--- src/rtl/univ_shift_reg.sv ---
// Universal shift register: hold, shift right, shift left and parallel load, with a registered
// serial output and a shift counter that pulses word_valid when a WIDTH-bit serial word completes.
module univ_shift_reg #(
    parameter int unsigned WIDTH = 4,
    localparam int unsigned CW = $clog2(WIDTH)
) (
    input  logic             clk,
    input  logic             rst,
    input  logic             clr,
    input  logic [1:0]       mode,
    input  logic             in,
    input  logic [WIDTH-1:0] pin,
    output logic [WIDTH-1:0] d,
    output logic             sout,
    output logic [CW-1:0]    cnt,
    output logic             word_valid
);

    typedef enum logic [1:0] {
        ModeHold = 2'b00,
        ModeShr  = 2'b01,
        ModeShl  = 2'b10,
        ModeLoad = 2'b11
    } mode_e;

    localparam logic [CW-1:0] CntLast = CW'(WIDTH - 1);

    if (WIDTH < 2 || WIDTH > 32) begin : g_bad_width
        $error("univ_shift_reg: WIDTH must be in 2..32");
    end

    logic [WIDTH-1:0] d_q, d_d;
    logic             sout_q, sout_d;
    logic [CW-1:0]    cnt_q, cnt_d;
    logic             word_valid_q, word_valid_d;
    logic             shift;

    always_comb begin
        d_d          = d_q;
        sout_d       = sout_q;
        cnt_d        = cnt_q;
        word_valid_d = 1'b0;
        shift        = 1'b0;

        if (clr) begin
            d_d    = '0;
            sout_d = 1'b0;
            cnt_d  = '0;
        end else begin
            unique case (mode_e'(mode))
                ModeHold: ;
                ModeShr: begin
                    d_d    = {in, d_q[WIDTH-1:1]};
                    sout_d = d_q[0];
                    shift  = 1'b1;
                end
                ModeShl: begin
                    d_d    = {d_q[WIDTH-2:0], in};
                    sout_d = d_q[WIDTH-1];
                    shift  = 1'b1;
                end
                ModeLoad: begin
                    d_d   = pin;
                    cnt_d = '0;
                end
                default: ;
            endcase

            // Direction is irrelevant to word framing; any shift advances the count.
            if (shift) begin
                if (cnt_q == CntLast) begin
                    cnt_d        = '0;
                    word_valid_d = 1'b1;
                end else begin
                    cnt_d = cnt_q + CW'(1);
                end
            end
        end
    end

    always_ff @(posedge clk or negedge rst) begin
        if (!rst) begin
            d_q          <= '0;
            sout_q       <= 1'b0;
            cnt_q        <= '0;
            word_valid_q <= 1'b0;
        end else begin
            d_q          <= d_d;
            sout_q       <= sout_d;
            cnt_q        <= cnt_d;
            word_valid_q <= word_valid_d;
        end
    end

    assign d          = d_q;
    assign sout       = sout_q;
    assign cnt        = cnt_q;
    assign word_valid = word_valid_q;

endmodule

--- config.mk ---
export PLATFORM = sky130hd
export DESIGN_NAME = univ_shift_reg
export DESIGN_NICKNAME = d
export VERILOG_FILES = /design/src/rtl/univ_shift_reg.sv
export SDC_FILE = /design/constraint.sdc
export NUM_CORES = 1
export LEC_CHECK = 0
export CORE_AREA = 2 2 39 41
export CTS_CLUSTER_DIAMETER = 40
export DETAILED_ROUTE_END_ITERATION = 8
export DIE_AREA = 0 0 41 43
export MAX_ROUTING_LAYER = met4
export PLACE_DENSITY = 0.65
export SETUP_SLACK_MARGIN = 0.2
export SYNTH_ARGS = -nofsm -noshare
export SYNTH_HDL_FRONTEND = slang
export SYNTH_SLANG_ARGS = --single-unit
--- constraint.sdc ---
create_clock -name clk -period 1.35 [get_ports clk]
set_clock_uncertainty 0.2 [all_clocks]
set_input_delay 0.27 -clock clk [delete_from_list [all_inputs] [get_ports clk]]
set_output_delay 0.27 -clock clk [all_outputs]
set_load 0.005 [all_outputs]
# Word-level counts from Yosys, hierarchy flattened
# Cells that the tools add are included.
[classes] n_addsub=1 n_eq_ne=4 muxes=13 n_reduce_logical=4
[op_table] op="$pmux 4 s3" count=1
[op_table] op="$mux 2" count=4
[op_table] op="$eq 2x2->1 const B" count=3
[op_table] op="$mux 1" count=6
[op_table] op="$reduce_bool 3->1" count=2
[op_table] op="$mux 4" count=1
[op_table] op="$reduce_bool 4->1" count=1
[op_table] op="$add 2x1->2 const B" count=1
[op_table] op="$eq 2x1->1 const B" count=1
[op_table] op="$pmux 1 s2" count=1
[op_table] op="$reduce_or 2->1" count=1
[totals] register_bits=8 input_bits=10 output_inout_bits=8 elab_cells=26

# Depth between registers and ports, before layout
[logic_depth] word_depth=6 ltp_mapped=5 mapped_depth_nobuf=5

# Worst setup path before layout
# Ideal clock, no wire load.
[synth_timing] kind="input -> register" start="input mode[0]" end="register d_q[0] (netlist: d[0])" t_arrival_ns=1.068 path_slack_ns=-0.022 path_stages=5 path_buffers=0 cell_sequence="inv_1 ha_1 nor2_4 o21ai_1 a221oi_1"
[synth_via] elab_chain_cells=3 word_cells_on_any_way=6
[synth_rtl] element="start: declaration" line="10" rtl="input logic [1:0] mode,"
[synth_rtl] element="$eq 2x2->1 / $eq 2x1->1 (equally long branches)" line="50" rtl="unique case (mode_e'(mode))"
[synth_rtl] element="$pmux 4 s3" line="50"
[synth_rtl] element="$mux 4" line="45" rtl="if (clr) begin"
[synth_rtl] element="end signal: assignment" line="83" rtl="d_q <= '0;"
[synth_rtl] element="end signal: assignment" line="88" rtl="d_q <= d_d;"
[synth_rtl] element="end: declaration" line="32" rtl="logic [WIDTH-1:0] d_q, d_d;"
# Several ways; a longest one is shown, not always the timed one.
# A chain may end at the register's enable or synchronous reset.

# Worst setup path after layout
[layout_timing] start="register cnt_q[0] (netlist: cnt[0])" end="register cnt_q[1] (netlist: cnt[1])"
[layout_via] elab_chain_cells=4 word_cells_on_any_way=5
[layout_rtl] element="start: declaration" line="34" rtl="logic [CW-1:0] cnt_q, cnt_d;"
[layout_rtl] element="start signal: assignment" line="90" rtl="cnt_q <= cnt_d;"
[layout_rtl] element="$add 2x1->2 / $eq 2x2->1 (equally long branches)" line="75, 71"
[layout_rtl] element="$mux 2 *" line="71" rtl="if (cnt_q == CntLast) begin"
[layout_rtl] element="$mux 2 *" line="70" rtl="if (shift) begin"
[layout_rtl] element="$mux 2 *" line="45"
# Mark *: on every way between the ends. The rest lies on a longest branch, timed or not.

==> qor.txt <==
Routed wire per std cell: 12.6 um
Initial detailed-routing violation count: 6
Met2 wire length: 594 um
WL met3: 58 um
Multiplexer share of the synthesized area: 4.72%
Clock edge transition at the registers on the reported setup and hold paths: 0.06 ns
Number of clock buffers inserted by TritonCTS: 3
Die area: 0.00176 mm^2
Clock tree from TritonCTS: yes
Share of power burned in registers: 38.6%
Vias in the first global route: 478
Combinational share of power: 35.0%
Critical Path End Type: flop
Number of endpoints failing setup at the final stage: 0
DR vias: 466
Overflow after GRT: 0
Area growth, synth to finish: 89.7%
Antenna violation net count after detailed routing: 0
Clk sinks: 8
Highest clock frequency the design can meet: 755 MHz
Sort of element at the start of the critical path: flop
Floorplan die width: 41 um
Top routing layer in use: met4
Hold violation count in the final report: 0
Standard cell with the maximum stage delay on the critical path: dfrtp_1
Delay of the slowest cell on the worst path: 0.39 ns
Clock power frac: 26.3%
Synth top area cells: dfrtp_1 44%, ha_1 11%, a22oi_1 6.7%
Simple-gate portion of the synthesized area: 13.9%
P_int: 0.000501 W
Non-Filler Instances: 96
Net switching power figure: 0.000191 W
Final standard cell area without fillers: 855 um^2
Placeable core region: 0.00138 mm^2
Period minus WS final: 1.32 ns
Number of remaining DRC errors: 0
Critical path class: flop to flop
Fraction of layout instances using a drive strength above 1: 52.5%
Finished Core Util: 61.8%
Root buffer cell: clkbuf_4
WP buf/inv: 1
First-pass GRT wire length: 2080 um
Arrival time worst endpoint: 1.25 ns
Final clock period utilization by the worst path: 98.1%
Area of the mapped netlist: 450 um^2
Power per unit of standard cell area: 810 mW/mm^2
Switching share of power: 27.6%
Synthesized area per cell: 10.2 um^2
Number of unique standard cell types used by synthesis: 16
Clock network latency to the later pin of the worst-skew pair: 0.25 ns
IO Pins: 18
Synthesized net count: 58
Detailed-router iteration count before antenna repair: 3
Critical Path Fanout Max: 2
Post-Synth Adder-Cell Area: 11.1%
Layout net count: 96
Commonest cells after routing, fill and taps aside: 13 x buf_4, 8 x dfrtp_1, 8 x buf_2
Main combinational cell family by area after synthesis: compound AO/OA/AOI/OAI gates
Top flip-flop cell by instance count after synthesis: dfrtp_1
Share of synthesized flip-flops with an asynchronous set or reset: 100%
Placed instance area: 795 um^2
Vert. Die Dim: 43 um
Gp weighted congestion: 0.776
Standby leakage power: 0.396 nW
Detailed-routing wirelength on met1: 548 um
CTS Hold Buffers Added: 0
Xor-xnor portion of the synthesized cell area: 0%
Number of standard cells after synthesis: 44
Count of pins over their slew limit: 0
Maximum level of the CTS H-tree: 1
Diodes inserted: 0
Number of synthesized flops with an enable pin: 0
Number of max-capacitance violations reported: 0
Max Root-Sink Buffers: 2
Via density per instance: 4.85
Sequence of cells on the critical path: buf_6, ha_4, nor2b_1, a21oi_1, nor2_1
Final Routed Wirelength: 1210 um
Most common cell after layout, fill and taps aside: buf_4
Cell taking the most area after synthesis: dfrtp_1
Total of flip-flops plus latches after synthesis: 8
Path class of the lowest-slack min-delay path: primary input to asynchronous set/reset pin
Pin count of the biggest net entering global routing: 9
Required time at the endpoint of the critical path: 1.28 ns
Hpwl dp: 872 um
Num rows: 14
Largest voltage drop on the vdd net: 0.524 mV
Ys Warns: 0
Effective utilization at floorplan: 32.5%
Run status: complete, no violations
RSZ-0062 raised after global routing: true
Antenna violations before repair: 0
Area fraction in compound gates after synthesis: 22.5%
Gr usage total: 18.7%
Part of the Yosys area used for sequential elements: 44.4%
Actual slew at the worst max-slew pin: 0.386 ns
Post-placement worst setup slack: -0.610 ns
Cell family with the largest share of critical-path delay: flip-flops
Setup slack after layout: 0.0259 ns
Slew Limit Headroom: 74.2%
Buffers added on ports: 17
Area share of the largest cell type after synthesis: 44.4%
DP Cell Count: 87
## synth_stat cells (all sizes together) (2+ instances only)
cell type / number
nor2b: 2
inv: 3
a21oi: 2
nor2: 8
ha: 4
dfrtp: 8
o21ai: 4
a221oi: 4
a22oi: 4
## through the flow
stage          TNS, ns  power, W  hold WS, ns
6_report             0  0.000692        0.106
5_1_grt        -0.0324  0.000755        0.122
4_1_cts              0  0.000700        0.110
3_5_place_dp     -4.40  0.000492        0.349
3_3_place_gp     -4.29  0.000490        0.344
2_1_floorplan        0  0.000365       -0.226
## power groups by stage
| stage | clock (W) | sequential (W) | combinational [W] |
|---|---|---|---|
| after floorplan | 0 | 0.000278 | 0.0000864 |
| after global placement | 0 | 0.000272 | 0.000218 |
| after detailed placement | 0 | 0.000273 | 0.000219 |
| after CTS | 0.000196 | 0.000267 | 0.000237 |
| after global routing | 0.000219 | 0.000269 | 0.000267 |
| final | 0.000182 | 0.000267 | 0.000242 |
## cells by family (layout without fill, tap and decap cells)
logic type,count (synthesis),after routing
AOI/OAI and AO/OA,14,14
adders and majority gates,4,4
buffers and inverters,4,40
DFF,8,8
muxes,2,2
and+or+nand+nor,12,12
## path summary, 6_finish.rpt
| path | startpoint | end | slack, ns | depth (start not counted) |
|---|---|---|---|---|
| max in group asynchronous | rst | word_valid | 0.57 | 1 |
| min reg2reg | d[3] | sout | 0.43 | 3 |
| min in group clk | mode[1] | word_valid | 0.25 | 4 |
| max | cnt[0] | cnt[1] | 0.03 | 5 |
| max reg2reg | cnt[0] | cnt[1] | 0.03 | 5 |
| min | rst | d[2] | 0.11 | 1 |
## area by class of cell
| class | count | area [um^2] |
|---|---|---|
| Clock buffer | 3 | 22.5 |
| Fill cell | 131 | 529 |
| Inverter | 3 | 28.8 |
| Multi-Input combinational cell | 32 | 303 |
| Sequential cell | 8 | 200 |
| Tap cell | 16 | 20.0 |
| Timing Repair Buffer | 34 | 280 |
## per-layer routing
metal / global-route usage, % / vias to the layer above
li1: - / 234
met1: 21.3 / 218
met2: 27.8 / 12
met3: 4.71 / 2
met4: 12.0 / 0
met5: - / -
## sequential cells by signal, summed over array words and instances (netlist names)
register / flops
sout: 1
cnt: 2
word_valid: 1
d: 4
## repair_timing
action | in CTS | in global routing
pin swaps | 5 | 0
setup buffers | 5 | 1
resized for setup | 47 | 2
cloned | 0 | 0
endpoints found under the setup margin | 16 | 16
hold endpoints to repair | 0 | 0
Power figures use the tool's default switching activity.
